**config.mk**
```make
export PLATFORM = sky130hd
export DESIGN_NAME = booth_datapath
export DESIGN_NICKNAME = d
export VERILOG_FILES = /design/src/rtl/booth_datapath.sv
export SDC_FILE = /design/constraint.sdc
export NUM_CORES = 1
export LEC_CHECK = 0
export BUFFER_PORTS_ARGS = -buffer_cell sky130_fd_sc_hd__buf_2
export CORE_MARGIN = 3
export CORE_UTILIZATION = 36
export DETAILED_ROUTE_END_ITERATION = 12
export PLACE_DENSITY = 0.64
export SETUP_SLACK_MARGIN = 0.1
export SYNTH_ARGS = -nofsm -noshare
export SYNTH_HDL_FRONTEND = slang
export SYNTH_HIERARCHICAL = 1
export SYNTH_SLANG_ARGS = --single-unit
export TNS_END_PERCENT = 30
```
**constraint.sdc**
```tcl
create_clock -name clk -period 9.4 [get_ports clk]
set_input_delay 0.94 -clock clk [delete_from_list [all_inputs] [get_ports clk]]
set_output_delay 0.94 -clock clk [all_outputs]
set_load 0.03 [all_outputs]
```
**src/rtl/booth_datapath.sv**
```systemverilog
// Radix-2 Booth multiplier datapath: one add/sub-and-shift step per MUL cycle,
// sequenced by an external controller's state bit and step count.

module booth_step #(
  parameter int WIDTH = 64
) (
  input  logic [WIDTH:0]   acc,
  input  logic [WIDTH-1:0] mq,
  input  logic             q_m1,
  input  logic [WIDTH:0]   mcand,
  output logic [WIDTH:0]   acc_n,
  output logic [WIDTH-1:0] mq_n,
  output logic             q_m1_n
);
  logic [WIDTH:0] sum;

  always_comb begin
    sum = acc;
    case ({mq[0], q_m1})
      2'b01:   sum = acc + mcand;
      2'b10:   sum = acc - mcand;
      default: sum = acc;
    endcase
    // Arithmetic right shift of {sum, mq, q_m1}
    acc_n  = {sum[WIDTH], sum[WIDTH:1]};
    mq_n   = {sum[0], mq[WIDTH-1:1]};
    q_m1_n = mq[0];
  end
endmodule

module booth_datapath #(
  parameter int WIDTH = 64,
  parameter int CNT_W = 7
) (
  input  logic               clk,
  input  logic               reset,
  input  logic               op_clear,
  input  logic               state,
  input  logic [CNT_W-1:0]   count,
  input  logic [WIDTH-1:0]   multiplicand,
  input  logic [WIDTH-1:0]   multiplier,
  output logic [2*WIDTH-1:0] result,
  output logic               op_done
);
  localparam logic [CNT_W-1:0] STEPS = CNT_W'(WIDTH);
  localparam logic [CNT_W-1:0] LAST  = CNT_W'(WIDTH - 1);

  typedef struct packed {
    logic [WIDTH:0]   acc;
    logic [WIDTH-1:0] mq;
    logic             q_m1;
  } booth_st_t;

  booth_st_t      st, st_n;
  logic [WIDTH:0] mcand;

  booth_step #(.WIDTH(WIDTH)) u_step (
    .acc    (st.acc),
    .mq     (st.mq),
    .q_m1   (st.q_m1),
    .mcand  (mcand),
    .acc_n  (st_n.acc),
    .mq_n   (st_n.mq),
    .q_m1_n (st_n.q_m1)
  );

  // Extra accumulator bit keeps -2^(WIDTH-1) * -2^(WIDTH-1) exact.
  always_ff @(posedge clk or posedge reset) begin
    if (reset) begin
      st      <= '0;
      mcand   <= '0;
      result  <= '0;
      op_done <= 1'b0;
    end else if (op_clear) begin
      st      <= '0;
      mcand   <= '0;
      result  <= '0;
      op_done <= 1'b0;
    end else if (!state) begin
      st.acc  <= '0;
      st.mq   <= multiplier;
      st.q_m1 <= 1'b0;
      mcand   <= {multiplicand[WIDTH-1], multiplicand};
      op_done <= 1'b0;
    end else if (count < STEPS) begin
      st <= st_n;
      if (count == LAST) begin
        result  <= {st_n.acc[WIDTH-1:0], st_n.mq};
        op_done <= 1'b1;
      end
    end
  end
endmodule
```
# After elaboration in Yosys (flattened, before gate mapping)
# Index checks and enable logic that the tools add are counted.
dict set report totals {
  register_bits 324
  latchBits 0
  mem_bits_rw 0
  mem_bits_ro 0
  input_bits 139
  word_cells 34
  n_memories 0
}
dict set report classes {
  n_addsub 2
  mul 0
  div_mod_pow 0
  order_cmp 1
  eq_ne 6
  n_shift 0
  mux 14
  bitwise 0
  n_reduce_logical 5
}
# cell n
set ops {}
lappend ops {{$mux 128} 4}
lappend ops {{$mux 130} 3}
lappend ops {{$mux 65} 2}
lappend ops {{$pmux 65 s2} 1}
lappend ops {{$add 65x65->65} 1}
lappend ops {{$sub 65x65->65} 1}
lappend ops {{$eq 7x6->1 const B} 1}
lappend ops {{$lt 7x7->1 const B} 1}
lappend ops {{$ne 3x2->1 const B} 2}
lappend ops {{$reduce_bool 2->1} 3}
lappend ops {{$mux 1} 4}
lappend ops {{$reduce_and 3->1} 1}
lappend ops {{$eq 2x1->1 const B} 1}
lappend ops {{$eq 2x2->1 const B} 1}
lappend ops {{$ne 2x2->1 const B} 1}
lappend ops {{$reduce_and 2->1} 1}

# Longest topological paths before layout
# Gate-level depths: netlist of run 1.
dict set report logic_depth {
  word_depth 6
  depth_mapped 24
}

# Hierarchy
# The synthesis of run 1 kept the hierarchy.
# module instances cells_per_inst area_per_inst_um2
set by_module_without_submodules {}
lappend by_module_without_submodules {booth_datapath 1 1000 12834.8}
lappend by_module_without_submodules {booth_step 1 1045 6663.9}

# Worst setup path before layout of run 1
# No wires, ideal clock.
dict set report synth_timing {
  path_type {register to register}
  start {reg mcand[3]}
  end {reg st[129] (netlist name)}
  setup_ns 0.130
  arrival_ns 4.483
  required_ns 9.270
  slack_ns 4.787
  path_stages_with_launch 22
  n_path_buf 3
  cell_sequence {dfrtp_1 -> nor4_1 -> and4b_1 -> buf_2 -> nand2_1 -> nor2_1 -> nand2_1 -> nor4_1 -> a21oi_1 -> xnor2_1 -> ha_1 -> and2_1 -> clkbuf_1 -> nand3_1 -> or4_1 -> a211oi_1 -> o21ba_2 -> mux2i_1 -> xnor2_1 -> buf_4 -> mux2i_1 -> nor2_1}
}
# item line_no
set synth_lines {}
lappend synth_lines {{start, declared} 55} ;# logic [WIDTH:0] mcand;
lappend synth_lines {{start signal, assigned} 83} ;# mcand <= {multiplicand[WIDTH-1], multiplicand};

==> metrics.txt, run 1 <==
Final Skew about 0.021 ns; drt first pass iters 6; setup TNS 0 ns; HP Class in2async; CTS tree done; drt drc 0; headroom to the max-slew limit 0.219; sequential element share of the synthesized area 0.415; Synth Flop Type dfrtp_1; crit-path max FO 6; FFs w/ async S/R, synth 1.00; post-route setup slack 3.47 ns; 1st-iter DRT viols 977; switch share 0.279; I/O pins 268; RR Endpoint st[127]$_DFFE_PP0P_; crit path DAT 6.41 ns; worst reg-to-reg setup slack 3.47 ns; commonest non-fill, non-tap cells in the layout 323 x dfrtp_1, 292 x nor2_1, 264 x buf_2, 201 x mux2i_1, 133 x nand2_1; Comb pwr share 0.160; Post-CTS Resized 0; Setup WS pre-CTS 3.61 ns; initial core utilization 0.367; # H-tree levels 2; outcome complete, no violations; first-pass GRT wire length around 90000 um; via count between 15000 and 20000; Power per Cell Area 172 nW/um^2; leading cell type in the layout, fill and taps excluded dfrtp_1; antenna violations before repair 10; synthesized area per cell roughly 9.5 um^2; Post-CTS Hold Buffers 0; largest family of logic cells by synthesized area compound AO/OA/AOI/OAI gates; final setup violation count 0; Clock Latency Late Sink 0.57 ns; Syn Std Cell Area 19500 um^2; NetSw 1.07 mW; CP endpoint st[127]$_DFFE_PP0P_; Least-Margin Pin Slew 1.17 ns; finished layout cell area 22300 um^2; Routed Wire Length 57100 um; ANT nets after route 0; row count 84; CP Capture Type flop; kind of critical path reg2reg; Fill cells around 5100; Sink Count about 320; Setup Buffers After CTS 0; net total in the final layout 2369; slowest cell on the critical path nor4_1; Hold WS between 0.3 and 0.4 ns; simple-gate share of the synthesized area 0.129; Final Cycle Share 0.631; Highest Clock Rate around 0.17 GHz; post-synthesis compound-gate area fraction 0.196; Worst EP required between 9 and 10 ns; number of global-route vias before repair around 16000; Core Util, Final 0.420; multiplexer share of the synthesized area 0.105; Worst IR Drop VDD 0.149 mV; worst r2r src mcand[3]$_DFFE_PP0N_; Post-synth EDFFs 0; CTS root buf clkbuf_16; adder-cell share of the synthesized area 0.0434; Area contributors post-synth dfrtp_1 41%, mux2i_1 10%, a22o_1 5.8%; die width between 200 and 250 um; Cell variety after synth 75; Synth-to-Final Area Change 14.2%; Total GRT Usage 0.199; post-DR vias/cell 5.51; cell count after placement 2810; slowest stage delay, CP approximately 0.79 ns; r2r worst-path depth 20; LEAKAGE 10.9 nW; clock network power share 0.453; syn_nets 2251; clock-pin slew on the worst setup and hold paths 0.06 ns; detailed placement HPWL 40100 um; cell-internal power 2.76 mW; Mapped Cells 2045; largest net degree at the start of global routing roughly 170; max_cap viols 0; Pins Over Slew Limit 0; Synth Register Bits 323; Port Buf Inserts 267; Worst Setup SP mcand[3]$_DFFE_PP0N_; deepest clock path buffer count 3; Synth Area in XOR/XNOR 0.0507; Cell Count, Final, Fillers Out 2886; CTS buffer count 39; Die ar. around 57000 um^2; routability-driven placement congestion ratio 0.902; Seq pwr share 0.387; worst path cell trace nor4_1 > and4b_1 > nand2_1 > nor2_1 > nand2_1 > nor4_1 > a21oi_1 > xnor2_1 > ha_1 > a21o_1 > a31oi_1 > o221a_2 > nor2_1 > o211ai_1 > a21boi_0 > nor2b_1 > nor4_1 > nor3_1 > mux2i_1 > nor2_1; die height 239 um; Ys Warns 6; Fin. Hold Viols 0; Routed WL per cell 19.8 um; RSZ-0062 raised after global routing false; post-route minimum period 5.93 ns; Setup crit start kind flop; fraction of layout cells with a size suffix above 1 0.175; core box area roughly 53000 um^2; Yosys top cell area share 0.415; Placed Area 20800 um^2; Final Power between 3 and 4 mW; Synth area leader dfrtp_1; grt total ovfl 0
state kept, by name, summed over array words and instances, names as in the netlist:
register	flops
result	128
mcand	64
op_done	1
st	130
cells by family (layout without fill, tap and decap cells):
group / Yosys count / after routing
AOI/OAI and AO/OA: 537 / 537
xor gates and xnor gates: 112 / 112
adders and majority gates: 67 / 67
buffers and inverters: 234 / 381
DFF: 323 / 323
muxes: 204 / 204
other: 0 / 6
and+or+nand+nor: 568 / 568
synth_stat cells, drive strengths merged (13+ instances only):
master,number
a211oi,76
a21o,42
a21oi,104
a22o,129
a31oi,19
buf,133
clkbuf,73
dfrtp,323
ha,66
inv,28
mux2i,201
nand2,134
nand3,17
nand4,18
nor2,292
nor3,33
nor4,13
o21ai,83
o21bai,14
xnor2,86
xor2,26
worst max-delay path, delay by kind of cell (launching register included):
| kind | cells | cell delay [ns] |
|---|---|---|
| AOI/OAI and AO/OA | 6 | 1.25 |
| DFF | 1 | 0.43 |
| and+or+nand+nor | 11 | 3.47 |
| adders and majority gates | 1 | 0.37 |
| muxes | 1 | 0.12 |
| xor gates and xnor gates | 1 | 0.18 |
worst min-delay path by stage:
stage | startpoint | to | slack (ns) | depth (start not counted)
final | reset | result[47]$_DFFE_PP0P_ | 0.36 | 2
after global routing | reset | result[46]$_DFFE_PP0P_ | 0.37 | 2
after CTS | reset | result[52]$_DFFE_PP0P_ | 0.32 | 2
after floorplan | st[0]$_DFFE_PP0P_ | st[0]$_DFFE_PP0P_ | 0.49 | 2
after detailed placement | result[26]$_DFFE_PP0P_ | result[26]$_DFFE_PP0P_ | 0.48 | 1
after global placement | result[58]$_DFFE_PP0P_ | result[58]$_DFFE_PP0P_ | 0.48 | 1
area by class of cell:
cell class,instances,area [um^2],area share
well taps,688,861,0.0387
clock buffers,51,1090,0.0490
repair buffers,283,1480,0.0666
multi-input cells,1488,10200,0.459
inverters,28,109,0.00489
clock inverters,19,395,0.0178
diodes,6,15.0,0.000674
flip-flops and latches,323,8080,0.363
power by group through the flow:
stage,combinational [mW],sequential (mW),clock [mW]
6_report,0.612,1.48,1.73
5_1_grt,0.680,1.49,1.84
4_1_cts,0.610,1.48,1.79
3_5_place_dp,0.607,1.51,0
3_3_place_gp,0.600,1.50,0
2_1_floorplan,0.482,1.49,0
routing by layer:
metal	track usage	wire length [um]	share of wire
met5	0	34	0.00060
met4	0.0548	1290	0.023
met3	0.0479	4050	0.071
met2	0.310	25400	0.45
met1	0.278	26300	0.46
(Power assumes the default switching activity.)
==> run 2, diff against run 1 <==
Settings changed: PLACE_DENSITY 0.64 to 0.62.
Clock period 9.4 ns to 5.61 ns, I/O delays scaled along.
==> metrics.txt, run 2 (same netlist as run 1, synthesis figures left out) <==
CTS tree done; finished layout cell area 22100 um^2; die height between 200 and 250 um; post-route minimum period just over 5 ns; drt drc 0; Final Skew 0.0327 ns; headroom to the max-slew limit 0.300; Die ar. 57000 um^2; Worst EP required 6.09 ns; Placed Area 20900 um^2; CTS buffer count 37; ANT nets after route 0; max reg flops between 100 and 150; kind of critical path reg2reg; LEAKAGE 10.8 nW; initial core utilization 0.367; first-pass GRT wire length a little over 90000 um; Fill cells 5207; Clock Latency Late Sink ~0.56 ns; Fin. Hold Viols 0; final setup violation count 0; die width 239 um; Total GRT Usage 0.196; Setup Buffers After CTS 0; largest net degree at the start of global routing approximately 160; commonest non-fill, non-tap cells in the layout 323 x dfrtp_1, 292 x nor2_1, 264 x buf_2, 201 x mux2i_1, 133 x nand2_1; Final Power 5.96 mW; multi-input combinational cell area 10200 um^2; crit-path max FO 6; grt total ovfl 0; routability-driven placement congestion ratio 0.954; Worst IR Drop VDD 0.206 mV; antenna violations before repair 8; detailed placement HPWL slightly above 40000 um; Biggest register st; fraction of layout cells with a size suffix above 1 0.178; max_cap viols 0; row count 84; clock-pin slew on the worst setup and hold paths 0.06 ns; Highest Clock Rate a little under 0.2 GHz; Power per Cell Area 270 nW/um^2; via count between 15000 and 20000; RSZ-0062 raised after global routing true; Routed WL per cell 19.6 um; number of global-route vias before repair 16118; Least-Margin Pin Slew 1.05 ns; Port Buf Inserts 267; setup TNS 0 ns; Sink Count 323; Setup crit start kind flop; post-DR vias/cell 5.53; HP Class in2async; Routed Wire Length 56500 um; sequential cell area 8080 um^2; outcome complete, no violations; 1st-iter DRT viols 929; CP Capture Type flop; core box area between 50000 and 60000 um^2; top flop regs st x130, result x128, mcand x64; deepest clock path buffer count 3; net total in the final layout 2377; Final Cycle Share 0.924; crit path DAT 5.67 ns; leading cell type in the layout, fill and taps excluded dfrtp_1; drt first pass iters 5; Pins Over Slew Limit 0; Synth-to-Final Area Change 13.3%; I/O pins approximately 270; # H-tree levels 2; CTS root buf clkbuf_16
==> run 2: cell count changes in the layout (fill, tap and decap cells not counted), moves of 2 or more <==
cell,previous run,this run
buf_4,16,25
bufinv_16,10,2
clkbuf_1,5,7
clkbuf_8,7,3
clkinv_2,3,8
clkinvlp_4,2,6
diode_2,6,1
==> run 2: metrics by stage <==
stage / util / std cells / setup slack [ns] / hold slack [ns]
floorplan: - / 2045 / 0.740 / 0.489
global route: 0.416 / 2888 / 0.00105 / 0.158
CTS: 0.416 / 2888 / 0.363 / 0.111
finish: 0.416 / 2889 / 0.425 / 0.123
global placement: 0.393 / 2820 / 0.498 / 0.478
detailed placement: 0.393 / 2820 / 0.412 / 0.477
==> run 2: final timing paths <==
| kind | startpoint | end | slack (ns) | depth (start not counted) |
|---|---|---|---|---|
| worst max register to register | mcand[13]$_DFFE_PP0N_ | st[120]$_DFFE_PP0P_ | 0.42 | 20 |
| min in group clk | multiplicand[59] | mcand[59]$_DFFE_PP0N_ | 0.24 | 3 |
| worst max-delay path | mcand[13]$_DFFE_PP0N_ | st[120]$_DFFE_PP0P_ | 0.42 | 20 |
| worst min register to register | result[19]$_DFFE_PP0P_ | result[19]$_DFFE_PP0P_ | 0.49 | 1 |
| worst min-delay path | reset | result[47]$_DFFE_PP0P_ | 0.12 | 2 |
| max in group asynchronous | reset | mcand[40]$_DFFE_PP0N_ | 4.20 | 3 |
==> run 2: what timing repair did <==
item | 4_1_cts | 5_1_grt
hold buffers | 0 | 0
resized for setup | 0 | 4
endpoints found under the setup margin | 0 | 17
==> run 2: power breakdown <==
part           total, mW  internal, mW  switching, mW
registers           2.48          2.40         0.0842
logic               1.03         0.389          0.639
clock network       2.45          1.40           1.05
==> run 2: layout make-up <==
cell class                      count  area share
Antenna cell                        1    0.000113
Timing Repair Buffer              293      0.0711
Clock buffer                       48      0.0461
Sequential cell                   323       0.366
Clock inverter                     20     0.00906
Tap cell                          688      0.0390
Inverter                           28     0.00493
Multi-Input combinational cell   1488       0.464
==> run 2: metal layers <==
layer | global-route usage | part of all wire | up-vias | wire, um
li1 | - | - | 7567 | -
met1 | 0.270 | 0.45 | 7776 | 25600
met2 | 0.304 | 0.44 | 515 | 24900
met3 | 0.0508 | 0.076 | 102 | 4320
met4 | 0.0603 | 0.028 | 12 | 1570
met5 | 0 | 0.0015 | - | 85
==> run 2: worst max-delay path, stage by stage, from the launching register on <==
cell	delay [ns]
dfrtp_1	0.43
nor4_1	0.41
buf_4	0.20
nand3b_1	0.21
nor3_2	0.21
buf_4	0.19
and2_1	0.22
nor2b_1	0.28
a21oi_1	0.15
xnor2_1	0.17
ha_1	0.36
a21oi_1	0.24
o21bai_1	0.13
a211oi_1	0.25
o31ai_1	0.12
a221o_1	0.41
a31o_2	0.29
o21a_1	0.18
o31ai_1	0.42
mux2i_1	0.13
nor2_1	0.11
